[src/rtl/pipe_stage_reg.sv]
// Elastic pipeline register with a 2-entry skid buffer, synchronous flush to a
// bubble encoding, and a saturating count of cycles with no valid output.
module pipe_stage_reg #(
  parameter int                DATA_W         = 160,
  parameter int                CTRL_W         = 12,
  parameter logic [CTRL_W-1:0] CTRL_BUBBLE    = 12'h004,
  parameter bit                CLEAR_ON_FLUSH = 1'b1,
  parameter int                CNT_W          = 16
) (
  input  logic              clk,
  input  logic              rst_n,
  input  logic              flush,
  input  logic              in_valid,
  output logic              in_ready,
  input  logic [CTRL_W-1:0] in_ctrl,
  input  logic [DATA_W-1:0] in_data,
  output logic              out_valid,
  input  logic              out_ready,
  output logic [CTRL_W-1:0] out_ctrl,
  output logic [DATA_W-1:0] out_data,
  output logic [1:0]        occupancy,
  input  logic              cnt_clr,
  output logic [CNT_W-1:0]  bubble_cnt
);

  logic              main_valid_r;
  logic [CTRL_W-1:0] main_ctrl_r;
  logic [DATA_W-1:0] main_data_r;
  logic              skid_valid_r;
  logic [CTRL_W-1:0] skid_ctrl_r;
  logic [DATA_W-1:0] skid_data_r;
  logic [CNT_W-1:0]  bubble_cnt_r;
  logic              in_fire_s;
  logic              out_fire_s;

  // in_ready depends only on stored state, so there is no path from out_ready.
  assign in_ready   = ~skid_valid_r;
  assign in_fire_s  = in_valid & ~skid_valid_r;
  assign out_fire_s = main_valid_r & out_ready;

  assign out_valid  = main_valid_r;
  assign out_ctrl   = main_valid_r ? main_ctrl_r : CTRL_BUBBLE;
  assign out_data   = main_data_r;
  assign occupancy  = {main_valid_r & skid_valid_r, main_valid_r ^ skid_valid_r};
  assign bubble_cnt = bubble_cnt_r;

  // Entry storage: head (main) and skid slots, with flush taking priority.
  always_ff @(posedge clk or negedge rst_n) begin
    if (!rst_n) begin
      main_valid_r <= 1'b0;
      main_ctrl_r  <= {CTRL_W{1'b0}};
      main_data_r  <= {DATA_W{1'b0}};
      skid_valid_r <= 1'b0;
      skid_ctrl_r  <= {CTRL_W{1'b0}};
      skid_data_r  <= {DATA_W{1'b0}};
    end else if (flush) begin
      main_valid_r <= 1'b0;
      skid_valid_r <= 1'b0;
      if (CLEAR_ON_FLUSH) begin
        main_ctrl_r <= {CTRL_W{1'b0}};
        main_data_r <= {DATA_W{1'b0}};
        skid_ctrl_r <= {CTRL_W{1'b0}};
        skid_data_r <= {DATA_W{1'b0}};
      end
    end else begin
      case ({main_valid_r, skid_valid_r})
        2'b00: begin
          if (in_fire_s) begin
            main_valid_r <= 1'b1;
            main_ctrl_r  <= in_ctrl;
            main_data_r  <= in_data;
          end
        end
        2'b10: begin
          if (in_fire_s && out_fire_s) begin
            main_ctrl_r <= in_ctrl;
            main_data_r <= in_data;
          end else if (in_fire_s) begin
            skid_valid_r <= 1'b1;
            skid_ctrl_r  <= in_ctrl;
            skid_data_r  <= in_data;
          end else if (out_fire_s) begin
            main_valid_r <= 1'b0;
          end
        end
        2'b11: begin
          if (out_fire_s) begin
            main_ctrl_r  <= skid_ctrl_r;
            main_data_r  <= skid_data_r;
            skid_valid_r <= 1'b0;
          end
        end
        default: begin
          // Skid valid without a head cannot occur; recover to empty.
          main_valid_r <= 1'b0;
          skid_valid_r <= 1'b0;
        end
      endcase
    end
  end

  // Saturating count of edges with no valid head; clear wins over increment.
  always_ff @(posedge clk or negedge rst_n) begin
    if (!rst_n) begin
      bubble_cnt_r <= {CNT_W{1'b0}};
    end else if (cnt_clr) begin
      bubble_cnt_r <= {CNT_W{1'b0}};
    end else if (!main_valid_r && (bubble_cnt_r != {CNT_W{1'b1}})) begin
      bubble_cnt_r <= bubble_cnt_r + {{(CNT_W-1){1'b0}}, 1'b1};
    end
  end

endmodule

[config.mk]
export PLATFORM = sky130hd
export DESIGN_NAME = pipe_stage_reg
export DESIGN_NICKNAME = d
export VERILOG_FILES = /design/src/rtl/pipe_stage_reg.sv
export SDC_FILE = /design/constraint.sdc
export NUM_CORES = 1
export LEC_CHECK = 0
export CAP_MARGIN = 30
export CELL_PAD_IN_SITES_DETAIL_PLACEMENT = 1
export CELL_PAD_IN_SITES_GLOBAL_PLACEMENT = 2
export CORE_MARGIN = 1.5
export CORE_UTILIZATION = 32
export DETAILED_ROUTE_END_ITERATION = 10
export GPL_TIMING_DRIVEN = 0
export HOLD_SLACK_MARGIN = 0.1
export PLACE_DENSITY_LB_ADDON = 0.05
export SLEW_MARGIN = 10
export SYNTH_ARGS = -nofsm -noshare
export SYNTH_HDL_FRONTEND = slang
export SYNTH_SLANG_ARGS = --single-unit
export TNS_END_PERCENT = 10
[constraint.sdc]
create_clock -name clk -period 3.1 [get_ports clk]
set_input_delay 0.62 -clock clk [delete_from_list [all_inputs] [get_ports clk]]
set_output_delay 0.62 -clock clk [all_outputs]
set_load 0.01 [all_outputs]
==> results.cfg, run 1 <==
[outcome]
status = complete, no violations

[die]
floorplan.die.height_um = 232
core_mm2 = 0.0515
dieArea_mm2 = 0.0537
die_w_um = 232
ios = 370
start_util_pct = 32.5
placementRows = 83

[hold_path]
holdCritStartpoint = out_data[25]$_DFFE_PN0P_
hold_path_class = reg2reg

[global_routing]
grt_pass1_wl_mm = 84.8
antenna_found_initial = 12
grt_max_degree = 101
grt_overflow = 0
grt_util_all_layers_pct = 20.4
grt_pass1_vias = 14200

[yosys]
netlist_area_mm2 = 0.0168
yosysSeqAreaShare_pct = 54.1
synth_top_cell_by_area = dfrtp_1
avgSynthCellArea_um2 = 10.3
yosys_warnings = 0
synth_cell_types = 38
netlist_instances = 1629
synth_top_cell_area_share_pct = 54.1
synthTopCellsByArea = dfrtp_1, mux2_2, mux2i_1, nand2_1, a21oi_1
ys_ff_latch = 362
synthesis.nets = 1811

[route]
drt-wirelength-per-cell_um = 19.9
drtAntennaViolNets = 0
firstDrtPassIters = 4
drc = 0
routed_wl_mm = 54.9
route.vias.total = 13300
drt_iter0_markers = 481
avgViaCountPerCell = 4.83

[placement]
hpwlAfterDp_mm = 38.6
portBuffers = 367
dp.cells = 2681
gp_congestion = 0.773
placed_area_mm2 = 0.0214

[sta]
fin_skew_ns = 0.0143
fin_crit_sh_pct = 94.1
drv_slew = 0
clock.fmax_ghz = 0.343
fin_tns_setup_ns = 0
slew_headroom_pct = 37.9
finalHoldViolations = 0
worst_pin_slew_ns = 0.932
rsz0062_at_grt = no
period_minus_slack_ns = 2.92
setup_viol = 0

[clock_tree]
numCtsBuffers = 44
cts_tree = done
cts-htree-levels = 2
root_buffer = clkbuf_16
clock-sinks = 362
cts_buffer_depth = 3
clk_latency_ns = 0.56
path_clk_slew_ns = 0.06
cts_setup_buffers = 0

[layout]
final_cell_area_mm2 = 0.0228
mostFrequentLayoutCells = clkdlybuf4s50_1, dfrtp_1, nand2_1
fillers = 5753
nets = 2229
syn_to_final_growth_pct = 36.1
final_common_cell = clkdlybuf4s50_1
drive_above_1_share_pct = 13.7
utilization_pct = 44.3
instances_no_fill = 2764

[power_and_ir_drop]
pwr_density_cell_mw_per_mm2 = 621
peakVddDrop_mv = 0.360
leakagePower_nw = 9.43

[critical_path]
crit_start = out_valid$_DFFE_PN0P_
cp-start-kind = flop
cp-end-kind = output port
critPathKind = reg2out
regToRegStartpoint = out_valid$_DFFE_PN0P_
worstPathArrival_ns = 2.30
cp_max_fo = 19
cp.required_ns = 2.48

[job]
drv_cap = 0
Yosys cell counts:
cell        n
nand4_2     1
mux2_2    163
mux2i_1   173
inv_1       5
and3_1      1
a21oi_1   183
nor4b_1     1
nand2b_1    1
nor2b_1     7
a211oi_1    2
dfrtp_1   362
nand2_1   353
o31ai_1     4
a221oi_1    1
o41ai_1     3
or4_1       6
buf_1       4
nor2_1    183
and2_1     11
or3_1       2
o21ai_1     1
a31oi_1     1
and4b_1     1
buf_2      45
ha_1        4
and4bb_2    1
nor4_1      1
nand4b_1    1
and4_1      2
o311ai_0    1
or2_1       1
o21ai_0     3
clkbuf_1   72
nand4_1     2
a22oi_1     1
nand3_1     9
nor3_1      3
mux2_1     14
layout make-up:
cell class                 count  area, µm²  area share (%)
buffer                       120        515            2.26
timing repair buffer         373       3790            16.6
clock inverter                10       57.6           0.252
antenna                        6       15.0          0.0658
clock buffer                  67       1330            5.83
sequential                   362       9060            39.7
inverter                       5       18.8          0.0823
tap                          680        851            3.73
multi-input combinational   1141       7160            31.4
registers in the layout, summed over array words and instances, names as in the netlist:
signal / cells
skid_data_r: 160
main_ctrl_r: 12
out_valid: 1
skid_valid_r: 1
bubble_cnt: 16
skid_ctrl_r: 12
out_data: 160
report_power, final:
part	total [mW]	switching, mW	internal (mW)
Clock	5.01	2.07	2.94
Sequential	5.68	0.345	5.33
Combinational	3.46	1.71	1.75
metal layers:
metal	up-vias	track usage (%)	wire [µm]
li1	6312	-	-
met5	-	0	102
met1	6695	26.6	24400
met2	242	33.1	26000
met4	16	5.97	1130
met3	78	5.60	3360
stage by stage:
| step | worst slack, ns | hold WS (ns) | total power, mW |
|---|---|---|---|
| final | 0.181 | 0.481 | 14.2 |
| after global routing | 0.0244 | 0.508 | 14.9 |
| after CTS | 0.0488 | 0.488 | 14.4 |
| after detailed placement | -0.709 | 0.475 | 9.30 |
| after global placement | -16.32 | 0.472 | 9.23 |
| after floorplan | 0.579 | 0.324 | 7.39 |
path summary, 6_finish.rpt:
| check | end | slack (ns) | cells after the start |
|---|---|---|---|
| max | occupancy[0] | 0.18 | 4 |
| max in group asynchronous | out_data[32]$_DFFE_PN0P_ | 0.99 | 4 |
| min in group asynchronous | bubble_cnt[15]$_DFFE_PN0P_ | 0.62 | 2 |
| min | out_data[25]$_DFFE_PN0P_ | 0.48 | 1 |
| min reg2reg | out_data[25]$_DFFE_PN0P_ | 0.48 | 1 |
| max reg2reg | out_data[80]$_DFFE_PN0P_ | 0.25 | 10 |
logic make-up (layout without fill, tap and decap cells):
kind of cell,Yosys count,count (layout),synth area share (%)
AND/OR/NAND/NOR,587,587,14.0
flip-flops,362,362,54.1
multiplexers,350,350,22.2
AO/OA/AOI/OAI,200,200,6.20
buffers and inverters,126,575,3.16
adder cells (fa/ha/maj),4,4,0.299
other,0,6,0
critical path, cell delays in order (launching register included):
cell and delay [ns]:
dfrtp_1 0.49, buf_4 0.30, inv_1 0.07, ha_1 0.28, clkdlybuf4s50_1 0.60
timing repair:
item | in CTS | in global routing
hold endpoints to repair | 71 | 0
resized for setup | 3 | 2
hold buffers | 1 | 0
setup endpoints to repair | 182 | 81
Note: power is estimated with default switching activity, not from simulation.
==> run 2, diff against run 1 <==
--- a/config.mk
+++ b/config.mk
@@ -8,7 +8,7 @@
 export CAP_MARGIN = 30
 export CELL_PAD_IN_SITES_DETAIL_PLACEMENT = 1
 export CELL_PAD_IN_SITES_GLOBAL_PLACEMENT = 2
-export CORE_MARGIN = 1.5
+export CORE_MARGIN = 2
 export CORE_UTILIZATION = 32
 export DETAILED_ROUTE_END_ITERATION = 10
 export GPL_TIMING_DRIVEN = 0
==> run 2 against run 1 <==
  * Sequential share of layout area is 0.23 points lower
  * Sequential cell count unchanged
  * Power rose by 2.4%
  * Worst setup slack improved by 0.00059 ns
  * Routed wire length is 0.26% lower
  * Largest cell class unchanged
==> results.cfg, run 2 (same netlist as run 1, synthesis figures left out) <==
[outcome]
status = complete, no violations

[global_routing]
antenna_found_initial = 12
grt_util_all_layers_pct = 20.3
grt_overflow = 0
grt_pass1_wl_mm = 84.6
grt_max_degree = 92
grt_pass1_vias = 14300

[sta]
finalHoldViolations = 0
worst_pin_slew_ns = 0.926
drv_slew = 0
fin_crit_sh_pct = 94.1
clock.fmax_ghz = 0.343
fin_skew_ns = 0.00990
setup_viol = 0
slew_headroom_pct = 38.3
period_minus_slack_ns = 2.92
rsz0062_at_grt = no

[placement]
gp_congestion = 0.769
placed_area_mm2 = 0.0214
portBuffers = 367
hpwlAfterDp_mm = 38.9
dp.cells = 2680

[die]
start_util_pct = 32.5
core_mm2 = 0.0515
floorplan.die.height_um = 233
dieArea_mm2 = 0.0542
ios = 370
placementRows = 83
die_w_um = 233

[route]
route.vias.total = 13300
routed_wl_mm = 54.8
drc = 0
avgViaCountPerCell = 4.80
drt_iter0_markers = 504
drt-wirelength-per-cell_um = 19.8
firstDrtPassIters = 4
drtAntennaViolNets = 0

[layout]
instances_no_fill = 2763
final_common_cell = clkdlybuf4s50_1
fillers = 5694
drive_above_1_share_pct = 13.9
mostFrequentLayoutCells = clkdlybuf4s50_1, dfrtp_1, nand2_1
nets = 2228
syn_to_final_growth_pct = 36.9
final_cell_area_mm2 = 0.0229

[hold_path]
hold_path_class = reg2reg

[power_and_ir_drop]
leakagePower_nw = 9.49
peakVddDrop_mv = 0.449
pwr_density_cell_mw_per_mm2 = 632
total_power_mw = 14.5

[critical_path]
critPathKind = reg2out
cp_max_fo = 19
cp-end-kind = output port
cp.required_ns = 2.48
worstPathArrival_ns = 2.30
cp-start-kind = flop

[clock_tree]
cts-htree-levels = 2
root_buffer = clkbuf_16
clock-sinks = 362
clk_latency_ns = 0.56
numCtsBuffers = 44
cts_buffer_depth = 3
path_clk_slew_ns = 0.06
cts_tree = done

[job]
drv_cap = 0
==> run 2: changes by cell type in the layout (fill, tap and decap cells not counted), moves of 2 or more <==
cell | previous run | this run
bufinv_16 | 0 | 4
clkbuf_1 | 80 | 77
diode_2 | 6 | 4
inv_6 | 2 | 0
==> run 2: through the flow <==
stage	hold slack [ns]	util [%]	worst slack, ns	TNS, ns
4_1_cts	0.499	44.5	0.0900	0
2_1_floorplan	0.324	-	0.579	0
5_1_grt	0.514	44.5	0.0256	0
3_3_place_gp	0.472	41.3	-16.33	-6028.14
6_report	0.494	44.5	0.182	0
3_5_place_dp	0.481	41.5	-0.778	-144.29
==> run 2: final timing paths <==
| kind | startpoint | cells past startpoint | endpoint | slack [ns] |
|---|---|---|---|---|
| setup / recovery | out_valid$_DFFE_PN0P_ | 4 | occupancy[0] | 0.18 |
| setup reg to reg | out_valid$_DFFE_PN0P_ | 10 | out_data[67]$_DFFE_PN0P_ | 0.25 |
| hold reg to reg | out_data[86]$_DFFE_PN0P_ | 1 | out_data[86]$_DFFE_PN0P_ | 0.49 |
| min in group asynchronous | rst_n | 2 | bubble_cnt[14]$_DFFE_PN0P_ | 0.57 |
| max in group asynchronous | rst_n | 4 | out_data[30]$_DFFE_PN0P_ | 1.18 |
| hold / removal | out_data[86]$_DFFE_PN0P_ | 1 | out_data[86]$_DFFE_PN0P_ | 0.49 |
==> run 2: what timing repair did <==
action                                  in CTS  in global routing
setup buffers                                0                  0
hold buffers                                 1                  0
endpoints found under the hold margin       59                  0
endpoints found under the setup margin     262                 37
gates resized for setup                      4                  1
==> run 2: critical path, cell delays in order, from the launching register on <==
cell	delay [ns]
dfrtp_1	0.48
clkbuf_4	0.34
inv_1	0.08
ha_1	0.28
clkdlybuf4s50_1	0.56
==> run 2: report_power, final <==
| part | leakage, nW | internal (mW) | switching [mW] |
|---|---|---|---|
| clock | 0.743 | 3.30 | 2.06 |
| sequential | 4.85 | 5.33 | 0.348 |
| combinational | 3.90 | 1.75 | 1.71 |
| total | 9.49 | 10.4 | 4.11 |
==> run 2: cell type report <==
class | count | area, µm² | share of cell area, %
inverter | 5 | 18.8 | 0.0818
clock inverter | 12 | 163 | 0.709
tap | 680 | 851 | 3.71
antenna | 4 | 10.0 | 0.0436
timing repair buffer | 374 | 3820 | 16.7
sequential | 362 | 9060 | 39.5
clock buffer | 67 | 1340 | 5.84
buffer | 118 | 508 | 2.21
multi-input combinational | 1141 | 7170 | 31.3
==> run 2: routing by layer <==
| layer | routed length [µm] | vias to the layer above | GRT usage, % | part of all wire, % |
|---|---|---|---|---|
| li1 | - | 6332 | - | - |
| met5 | 112 | - | 0 | 0.20 |
| met1 | 23800 | 6586 | 26.1 | 44 |
| met2 | 26100 | 252 | 33.9 | 48 |
| met3 | 3750 | 78 | 5.88 | 6.9 |
| met4 | 903 | 18 | 4.54 | 1.6 |
